File: src/rtl/des_key_scheduler_if.sv
// Round-key stream from the DES key scheduler to the round engine.
// The scheduler drives the key fields; the consumer drives rk_ready.
interface des_key_scheduler_if #(
  parameter int IDX_W = 2
);
  logic             rk_valid;
  logic             rk_ready;
  logic [47:0]      rk_data;
  logic [3:0]       rk_round;
  logic [IDX_W-1:0] rk_key_idx;
  logic             rk_last;

  modport master (
    output rk_valid, rk_data, rk_round, rk_key_idx, rk_last,
    input  rk_ready
  );

  modport slave (
    input  rk_valid, rk_data, rk_round, rk_key_idx, rk_last,
    output rk_ready
  );
endinterface

File: src/rtl/des_key_scheduler.sv
// Streaming DES round-key scheduler: NUM_KEYS user keys, 16 round keys each,
// encrypt (K1..K16) or decrypt (K16..K1) order selected per key.
module des_key_scheduler #(
  parameter int NUM_KEYS = 3,
  parameter int IDX_W    = (NUM_KEYS > 1) ? $clog2(NUM_KEYS) : 1
) (
  input  logic                     clk,
  input  logic                     n_rst,
  input  logic                     start,
  input  logic [64*NUM_KEYS-1:0]   user_keys,
  input  logic [NUM_KEYS-1:0]      key_mode,
  output logic                     busy,
  output logic                     done,
  des_key_scheduler_if.master      rk
);

  localparam int PC1 [56] = '{
    57, 49, 41, 33, 25, 17,  9,  1, 58, 50, 42, 34, 26, 18,
    10,  2, 59, 51, 43, 35, 27, 19, 11,  3, 60, 52, 44, 36,
    63, 55, 47, 39, 31, 23, 15,  7, 62, 54, 46, 38, 30, 22,
    14,  6, 61, 53, 45, 37, 29, 21, 13,  5, 28, 20, 12,  4
  };

  localparam int PC2 [48] = '{
    14, 17, 11, 24,  1,  5,  3, 28, 15,  6, 21, 10,
    23, 19, 12,  4, 26,  8, 16,  7, 27, 20, 13,  2,
    41, 52, 31, 37, 47, 55, 30, 40, 51, 45, 33, 48,
    44, 49, 39, 56, 34, 53, 46, 42, 50, 36, 29, 32
  };

  // Bit n set where the DES shift schedule s[n] is 2 rather than 1.
  localparam logic [16:1] SHIFT2 = 16'b0111_1110_1111_1100;

  typedef enum logic [1:0] {IDLE, LOAD, STREAM} state_t;

  function automatic logic [55:0] pc1(input logic [63:0] k);
    logic [55:0] res;
    res = '0;
    for (int j = 0; j < 56; j++) res[55-j] = k[64-PC1[j]];
    return res;
  endfunction

  function automatic logic [47:0] pc2(input logic [55:0] cd);
    logic [47:0] res;
    res = '0;
    for (int j = 0; j < 48; j++) res[47-j] = cd[56-PC2[j]];
    return res;
  endfunction

  function automatic logic [27:0] rot28(input logic [27:0] x, input logic left,
                                        input logic two);
    logic [27:0] res;
    case ({left, two})
      2'b10:   res = {x[26:0], x[27]};
      2'b11:   res = {x[25:0], x[27:26]};
      2'b00:   res = {x[0], x[27:1]};
      default: res = {x[1:0], x[27:2]};
    endcase
    return res;
  endfunction

  state_t                    state;
  logic [NUM_KEYS-1:0][55:0] keys_q;
  logic [NUM_KEYS-1:0]       mode_q;
  logic [IDX_W-1:0]          key_idx;
  logic [3:0]                round;
  logic [55:0]               cd;

  // Only the 56 PC-1 bits of each key are kept; parity never enters the state.
  for (genvar g = 0; g < NUM_KEYS; g++) begin : g_key
    always_ff @(posedge clk or negedge n_rst) begin
      if (!n_rst) begin
        keys_q[g] <= '0;
        mode_q[g] <= 1'b0;
      end else if (state == IDLE && start) begin
        keys_q[g] <= pc1(user_keys[64*g +: 64]);
        mode_q[g] <= key_mode[g];
      end
    end
  end

  logic [55:0] load_cd;
  logic        cur_enc;
  logic        cur_two;
  logic        last_key;
  logic [4:0]  enc_sidx;
  logic [4:0]  dec_sidx;

  always_comb begin
    load_cd  = keys_q[key_idx];
    cur_enc  = mode_q[key_idx];
    last_key = (key_idx == IDX_W'(NUM_KEYS - 1));
    enc_sidx = {1'b0, round} + 5'd2;
    dec_sidx = 5'd16 - {1'b0, round};
    cur_two  = cur_enc ? SHIFT2[enc_sidx] : SHIFT2[dec_sidx];
  end

  always_ff @(posedge clk or negedge n_rst) begin
    if (!n_rst) begin
      state   <= IDLE;
      key_idx <= '0;
      round   <= '0;
      cd      <= '0;
      done    <= 1'b0;
    end else begin
      done <= 1'b0;
      case (state)
        IDLE: begin
          if (start) begin
            key_idx <= '0;
            round   <= '0;
            state   <= LOAD;
          end
        end
        LOAD: begin
          // C0D0 doubles as C16D16, so decrypt starts straight from PC-1.
          cd    <= cur_enc ? {rot28(load_cd[55:28], 1'b1, 1'b0),
                              rot28(load_cd[27:0],  1'b1, 1'b0)}
                           : load_cd;
          round <= '0;
          state <= STREAM;
        end
        STREAM: begin
          if (rk.rk_ready) begin
            if (round != 4'd15) begin
              round <= round + 4'd1;
              cd    <= {rot28(cd[55:28], cur_enc, cur_two),
                        rot28(cd[27:0],  cur_enc, cur_two)};
            end else if (last_key) begin
              done    <= 1'b1;
              key_idx <= '0;
              round   <= '0;
              state   <= IDLE;
            end else begin
              key_idx <= key_idx + IDX_W'(1);
              round   <= '0;
              state   <= LOAD;
            end
          end
        end
        default: state <= IDLE;
      endcase
    end
  end

  always_comb begin
    busy          = (state != IDLE);
    rk.rk_valid   = (state == STREAM);
    rk.rk_data    = (state == STREAM) ? pc2(cd) : '0;
    rk.rk_round   = round;
    rk.rk_key_idx = key_idx;
    rk.rk_last    = (state == STREAM) && (round == 4'd15) && last_key;
  end

endmodule

File: src/flat_wrapper.sv
// flat-port wrapper written by rule: the top's interface ports become plain ports
module des_key_scheduler_flat 
#(
  parameter int NUM_KEYS = 3,
  parameter int IDX_W    = (NUM_KEYS > 1) ? $clog2(NUM_KEYS) : 1
)
  (clk, n_rst, start, user_keys, key_mode, busy, done, rk_rk_valid, rk_rk_data, rk_rk_round, rk_rk_key_idx, rk_rk_last, rk_rk_ready);
  des_key_scheduler_if #(.IDX_W(IDX_W)) rk_i ();
  input  logic clk;
  input  logic n_rst;
  input  logic start;
  input  logic [64*NUM_KEYS-1:0] user_keys;
  input  logic [NUM_KEYS-1:0] key_mode;
  output logic busy;
  output logic done;
  output wire logic [$bits(rk_i.rk_valid)-1:0] rk_rk_valid;
  output wire logic [$bits(rk_i.rk_data)-1:0] rk_rk_data;
  output wire logic [$bits(rk_i.rk_round)-1:0] rk_rk_round;
  output wire logic [$bits(rk_i.rk_key_idx)-1:0] rk_rk_key_idx;
  output wire logic [$bits(rk_i.rk_last)-1:0] rk_rk_last;
  input wire logic [$bits(rk_i.rk_ready)-1:0] rk_rk_ready;
  assign rk_rk_valid = rk_i.rk_valid;
  assign rk_rk_data = rk_i.rk_data;
  assign rk_rk_round = rk_i.rk_round;
  assign rk_rk_key_idx = rk_i.rk_key_idx;
  assign rk_rk_last = rk_i.rk_last;
  assign rk_i.rk_ready = rk_rk_ready;
  des_key_scheduler #(.NUM_KEYS(NUM_KEYS), .IDX_W(IDX_W)) u_core (.clk(clk), .n_rst(n_rst), .start(start), .user_keys(user_keys), .key_mode(key_mode), .busy(busy), .done(done), .rk(rk_i));
endmodule
File: config.mk
export PLATFORM = sky130hd
export DESIGN_NAME = des_key_scheduler_flat
export DESIGN_NICKNAME = d
export VERILOG_FILES = /design/src/rtl/des_key_scheduler_if.sv /design/src/rtl/des_key_scheduler.sv /design/src/flat_wrapper.sv
export SDC_FILE = /design/constraint.sdc
export NUM_CORES = 1
export LEC_CHECK = 0
export CORE_MARGIN = 2
export CORE_UTILIZATION = 49
export CTS_BUF_LIST = sky130_fd_sc_hd__clkbuf_8
export DETAILED_ROUTE_END_ITERATION = 10
export PLACE_DENSITY_LB_ADDON = 0.05
export SLEW_MARGIN = 20
export SYNTH_ARGS = -nofsm -noshare
export SYNTH_HDL_FRONTEND = slang
export SYNTH_SLANG_ARGS = --single-unit
File: constraint.sdc
create_clock -name clk -period 2.2 [get_ports clk]
set_clock_uncertainty 0.2 [all_clocks]
set_input_delay 0.44 -clock clk [delete_from_list [all_inputs] [get_ports clk]]
set_output_delay 0.44 -clock clk [all_outputs]
set_load 0.02 [all_outputs]
## Yosys cells after proc, flatten, opt, wreduce, memory -nomap -nowiden

Memories as Yosys holds them, arrays and structs flattened.
Cells that the tools add are included.

| storage, ports and cells | value |
|---|---|
| flip-flop bits (word level) | 236 |
| bits in latches | 0 |
| memory bits (writable) | 0 |
| memory bits (read-only) | 64 |
| bits of input ports | 199 |
| output and inout port bits | 58 |
| logic and storage cells | 76 |
| memories | 2 |

Memory list:

| name | depth | bits a word | read ports | clocked after memory_dff | write ports | RTL line | source |
|---|---|---|---|---|---|---|---|
| (name not given) | 32 | 1 | 1 | 0 | 0 | des_key_scheduler.sv:95 | `cur_two = cur_enc ? SHIFT2[enc_sidx] : SHIFT2[dec_sidx];` |
| (name not given) | 32 | 1 | 1 | 0 | 0 | des_key_scheduler.sv:95 |  |

| cells by class | value |
|---|---|
| add/subtract/negate cells | 4 |
| multiply operators | 0 |
| divide/modulo/power cells | 0 |
| $lt $le $gt $ge | 3 |
| eq/ne operators | 11 |
| shift operators | 0 |
| muxes and demuxes | 32 |
| bitwise logic cells | 0 |
| reductions and logical operators | 13 |

Operator list:

| cell | number |
|---|---|
| two-way mux 56 bit | 4 |
| case mux 28 bit (3 select lines) | 2 |
| binary-select mux 56 bit (select 2 bit) | 1 |
| case mux 56 bit (2 select lines) | 1 |
| two-way mux 48 bit | 1 |
| two-way mux 2 bit | 7 |
| less-than comparator 5 x 6 -> 1 bit (second input constant) | 2 |
| two-way mux 4 bit | 3 |
| case mux 4 bit (3 select lines) | 1 |
| two-way mux 1 bit | 9 |
| AND reduction 3 bit | 3 |
| equality test 2 bit (second input constant) | 4 |
| case mux 2 bit (3 select lines) | 1 |
| nonzero test 2 bit | 3 |
| adder 4 x 2 -> 5 bit (second input constant) | 1 |
| subtractor 5 x 4 -> 5 bit (first input constant) | 1 |
| adder 4 x 1 -> 4 bit (second input constant) | 1 |
| equality test 4 bit (second input constant) | 1 |
| logical NOT 2 bit | 2 |
| inequality test 2 x 1 -> 1 bit (second input constant) | 2 |
| inequality test 2 bit (second input constant) | 2 |
| inequality test 4 bit (second input constant) | 1 |
| case mux 2 bit (2 select lines) | 1 |
| AND reduction 4 bit | 1 |
| 6 further kinds | 8 |

## Depth between registers and ports, before layout

| logic depth | value |
|---|---|
| depth in word-level cells | 9 |
| depth in mapped cells | 9 |
| depth with buffers taken out | 7 |

## Least setup slack after synthesis

No wires, ideal clock.

| path | value |
|---|---|
| path kind | reg2reg |
| start | reg u_core.round[1], in the netlist u_core.rk.rk_round[1] |
| end | reg u_core.cd[54] |
| library setup time | 120 ps |
| arrival | 2122 ps |
| required time | 1880 ps |
| path slack | -242 ps |
| stages on the path, launching flop included | 10 |
| path buffers | 2 |
| period minus slack after synthesis | 2442 ps |
| path through | dfrtp_1 > inv_1 > ha_1 > or3b_1 > a21oi_1 > o21a_1 > buf_2 > buf_2 > a21oi_1 > and3_1 |

| between the ends | value |
|---|---|
| cells in the longest elaborated chain, start to end | 9 |
| elaborated cells on any way between the ends | 17 |
| classes of those cells | add/sub: 2; eq/ne: 4; mux: 7; reduce/logical: 2; memory: 2 |

Ends and longest elaborated chain:

| what | RTL line | source |
|---|---|---|
| start, declared | des_key_scheduler.sv:66 | `logic [3:0] round;` |
| start signal, assigned | des_key_scheduler.sv:126 | `round <= round + 4'd1;` |
| subtractor 5 x 4 -> 5 bit / adder 4 x 2 -> 5 bit (equally long branches) | des_key_scheduler.sv:94, des_key_scheduler.sv:93 |  |
| memory read (32 x 1 bit) | -- |  |
| two-way mux 1 bit (implied by the code) | des_key_scheduler.sv:95 |  |
| two-way mux 1 bit | des_key_scheduler.sv:95 |  |
| equality test 2 bit / logical NOT 2 bit (equally long branches) | des_key_scheduler.sv:53 | `case ({left, two})` |
| case mux 28 bit (3 select lines) | des_key_scheduler.sv:53 |  |
| two-way mux 56 bit | des_key_scheduler.sv:125 | `if (round != 4'd15) begin` |
| two-way mux 56 bit | des_key_scheduler.sv:124 | `if (rk.rk_ready) begin` |
| case mux 56 bit (2 select lines) | des_key_scheduler.sv:107 | `case (state)` |
| end signal, assigned | des_key_scheduler.sv:117 | `cd <= cur_enc ? {rot28(load_cd[55:28], 1'b1, 1'b0),` |
| end signal, assigned | des_key_scheduler.sv:127 | `cd <= {rot28(cd[55:28], cur_enc, cur_two),` |
| end, declared | des_key_scheduler.sv:67 | `logic [55:0] cd;` |

Several ways; a longest one is shown, not always the timed one. The select of a mux whose other input is x is not followed.
A chain may end at the register's enable or synchronous reset.

## Worst setup path after layout

| path | value |
|---|---|
| start | reg u_core.round[1], in the netlist u_core.rk.rk_round[1] |
| end | reg u_core.cd[29] |

Same word-level chain as after synthesis.

==> flow_summary.ini <==
[power]
p_leak_nw = 8.13
power_density_nw_per_um2 = 1840
power_w = 0.0362
ir_drop_v = 0.000978

[global_route]
grt_pass1_vias = 12000
grt_remaining_overflow = 0
grt_max_degree = 65
grt_antenna_before_repair = 0
grt.total_usage = 0.296
grt_pass1_wl_um = 66100

[placement]
post_dp_cell_area_um2 = 16500
dpl.hpwl_um = 25000
gp_congestion = 0.832
portBuffers = 232

[critical_path]
cp_max_fo = 7
slowest_delay_ns = 0.43
r2r_cells = 10
required_ns = 2.43
r2r_start = u_core.rk.rk_round[1]
path_class = reg2reg
cp_num_buf_inv = 4
cp_cell_sequence = inv_4, ha_4, or3b_1, a21oi_2, buf_4, o21a_4, buf_6, buf_16, a221o_1, a41oi_2
end_kind = register
startpoint_type = register
critical_path.top_delay_family = compound AO/OA/AOI/OAI gates
crit_start = u_core.rk.rk_round[1]
crit_path_end = u_core.cd[29]
crit_cells = 10
critPathSlowestCell = dfrtp_2
critPathArrivalTime_ns = 2.68
r2r-end = u_core.cd[29]
rrSetupSlack_ns = -0.26

[floorplanning]
rows = 59
die_x_um = 167
die_y_um = 167
core_um2 = 26100
dieArea_um2 = 27800
ioPinCount = 257
start_util = 0.499

[sta]
fin_tns_setup_ns = -18.10
report.final.slew_viol_count = 0
finalHoldViolCount = 0
period_needed_ns = 2.46
setup_ws_ns = -0.256
fin_crit_sh = 1.12
tightestPinTransition_ns = 0.508
rsz0062_at_grt = yes
max_slew_margin = 0.661
max_freq_ghz = 0.407
final-setup-viol-count = 105

[detailed_routing]
drc = 0
drtAntennaViolNets = 0
routed_wl_um = 44200
routed_via_density = 6.17
dr.pass1.iters = 8
vias = 11800
wl_per_cell_um = 23.2
drtIter0Drc = 1321

[synthesis]
post_synth_num_cell_types = 47
synth_nets = 1389
synth_warnings = 0
ys_async_sr_fraction = 1.00
syn_inst = 1186
synthesis.area_um2 = 13000
synth_top_flop_cell = dfrtp_1
synth-seq-cells = 236
yosysSeqAreaShare = 0.454
syn-mean-instance-area_um2 = 11.0
synth_edf_count = 0

[final_layout]
num_antenna_cells = 0
utilization = 0.757
mostFrequentLayoutCell = mux2_2
areaGrowthSynthToFinish_pct = 51.8
fin_nets = 1743
fin_area_um2 = 19700
final_cell_mix = 246 x mux2_2, 232 x dfrtp_1, 174 x clkdlybuf4s50_1
drive_above_1_share = 0.483

[run_status]
status = finished, violations left
violations = negative setup slack

[job]
maxCapViolations = 0

[clocking]
cts_root_buf = clkbuf_8
numCtsBuffers = 42
clk_pin_slew_ns = 0.07
h-tree-depth = 2
clkLatencyLatePin_ns = 0.55
cts_tree = yes
clock_path_buffers = 3
clkSinkCount = 236

[hold_path]
hold_class = in2async
==> how the worst min path moves through the flow <==
| stage | endpoint | slack [ns] | depth (start not counted) |
|---|---|---|---|
| floorplan | u_core.cd[0] | -0.06 | 0 |
| global placement | u_core.keys_q[151] | 0.22 | 1 |
| detailed placement | u_core.keys_q[151] | 0.22 | 1 |
| CTS | u_core.keys_q[151] | 0.23 | 2 |
| global route | u_core.keys_q[151] | 0.26 | 2 |
| finish | u_core.keys_q[151] | 0.24 | 2 |
==> cells by family (layout without fill, tap and decap cells) <==
logic type / Yosys count / after routing / share of synthesized area
adder cells (fa/ha/maj): 4 / 4 / 0.00385
buffers and inverters: 114 / 501 / 0.0400
XOR/XNOR: 2 / 2 / 0.00135
AO/OA/AOI/OAI: 239 / 239 / 0.144
AND/OR/NAND/NOR: 304 / 304 / 0.107
flip-flops: 236 / 236 / 0.454
multiplexers: 287 / 287 / 0.249
==> flip-flops by register name (all words and copies together), names as in the netlist <==
| name | cells |
|---|---|
| u_core.cd | 56 |
| u_core.done | 1 |
| u_core.keys_q | 168 |
| u_core.mode_q | 3 |
| u_core.rk.rk_key_idx | 2 |
| u_core.rk.rk_round | 4 |
| u_core.state | 2 |
==> cell usage after synthesis (2+ instances only) <==
cell type,n,area share
nand3b_1,2,0.0012
or2_2,2,0.00096
buf_4,7,0.0040
nor2_1,61,0.018
o21ai_0,59,0.023
inv_1,5,0.0014
xor2_1,2,0.0013
mux2_1,12,0.010
a41oi_1,55,0.037
buf_2,46,0.018
a221o_1,55,0.042
mux2_2,272,0.24
mux2i_1,2,0.0015
dfrtp_1,236,0.45
a21oi_1,2,0.00077
and3_1,2,0.00096
nand2_1,118,0.034
and2_1,50,0.024
o31ai_1,2,0.0012
ha_1,4,0.0039
clkbuf_1,53,0.015
nor3_1,57,0.022
nand3_1,2,0.00077
a22oi_1,56,0.032
a21o_1,2,0.0012
==> per-stage QoR <==
stage                     worst slack (ns)  std cells  hold WS (ns)
final                               -0.256       1908         0.238
after global routing                -0.343       1908         0.264
after CTS                           -0.174       1889         0.230
after detailed placement            -0.164       1752         0.215
after global placement              -0.155       1752         0.220
after floorplan                    -0.0591       1186       -0.0556
==> layer usage <==
metal | vias to the layer above | global-route usage | share of wire
li1 | 5141 | - | -
met1 | 5819 | 0.372 | 0.38
met2 | 648 | 0.518 | 0.50
met3 | 170 | 0.0513 | 0.081
met4 | 0 | 0.100 | 0.042
met5 | - | 0 | 0
==> power by group <==
group	total [W]	switching (W)	leakage (nW)	internal [W]
clock network	0.00406	0.00188	0.500	0.00218
registers	0.00854	0.00194	2.74	0.00660
logic	0.0236	0.0107	4.89	0.0129
==> worst register-to-register path: stages (launching register included) <==
cell and delay, ns:
dfrtp_2 0.43, inv_4 0.08, ha_4 0.17, or3b_1 0.38
a21oi_2 0.20, buf_4 0.15, o21a_4 0.25, buf_6 0.15
buf_16 0.12, a221o_1 0.19, a41oi_2 0.04
==> what timing repair did <==
item / 4_1_cts / 5_1_grt
endpoints found under the setup margin: 113 / 109
pin swaps: 21 / 62
hold endpoints to repair: 49 / 0
buffers inserted: 41 / 20
gates resized for setup: 438 / 126
cloned: 24 / 11
hold buffers: 1 / 0
==> final cells by class <==
cell class,instances,area (µm²)
fill,1736,6340
timing repair buffer,418,4940
sequential,236,5910
inverter,6,35.0
multi-input combinational,836,7580
clock buffer,53,729
tap,335,419
clock inverter,24,106
Note: power is estimated with default switching activity, not from simulation.
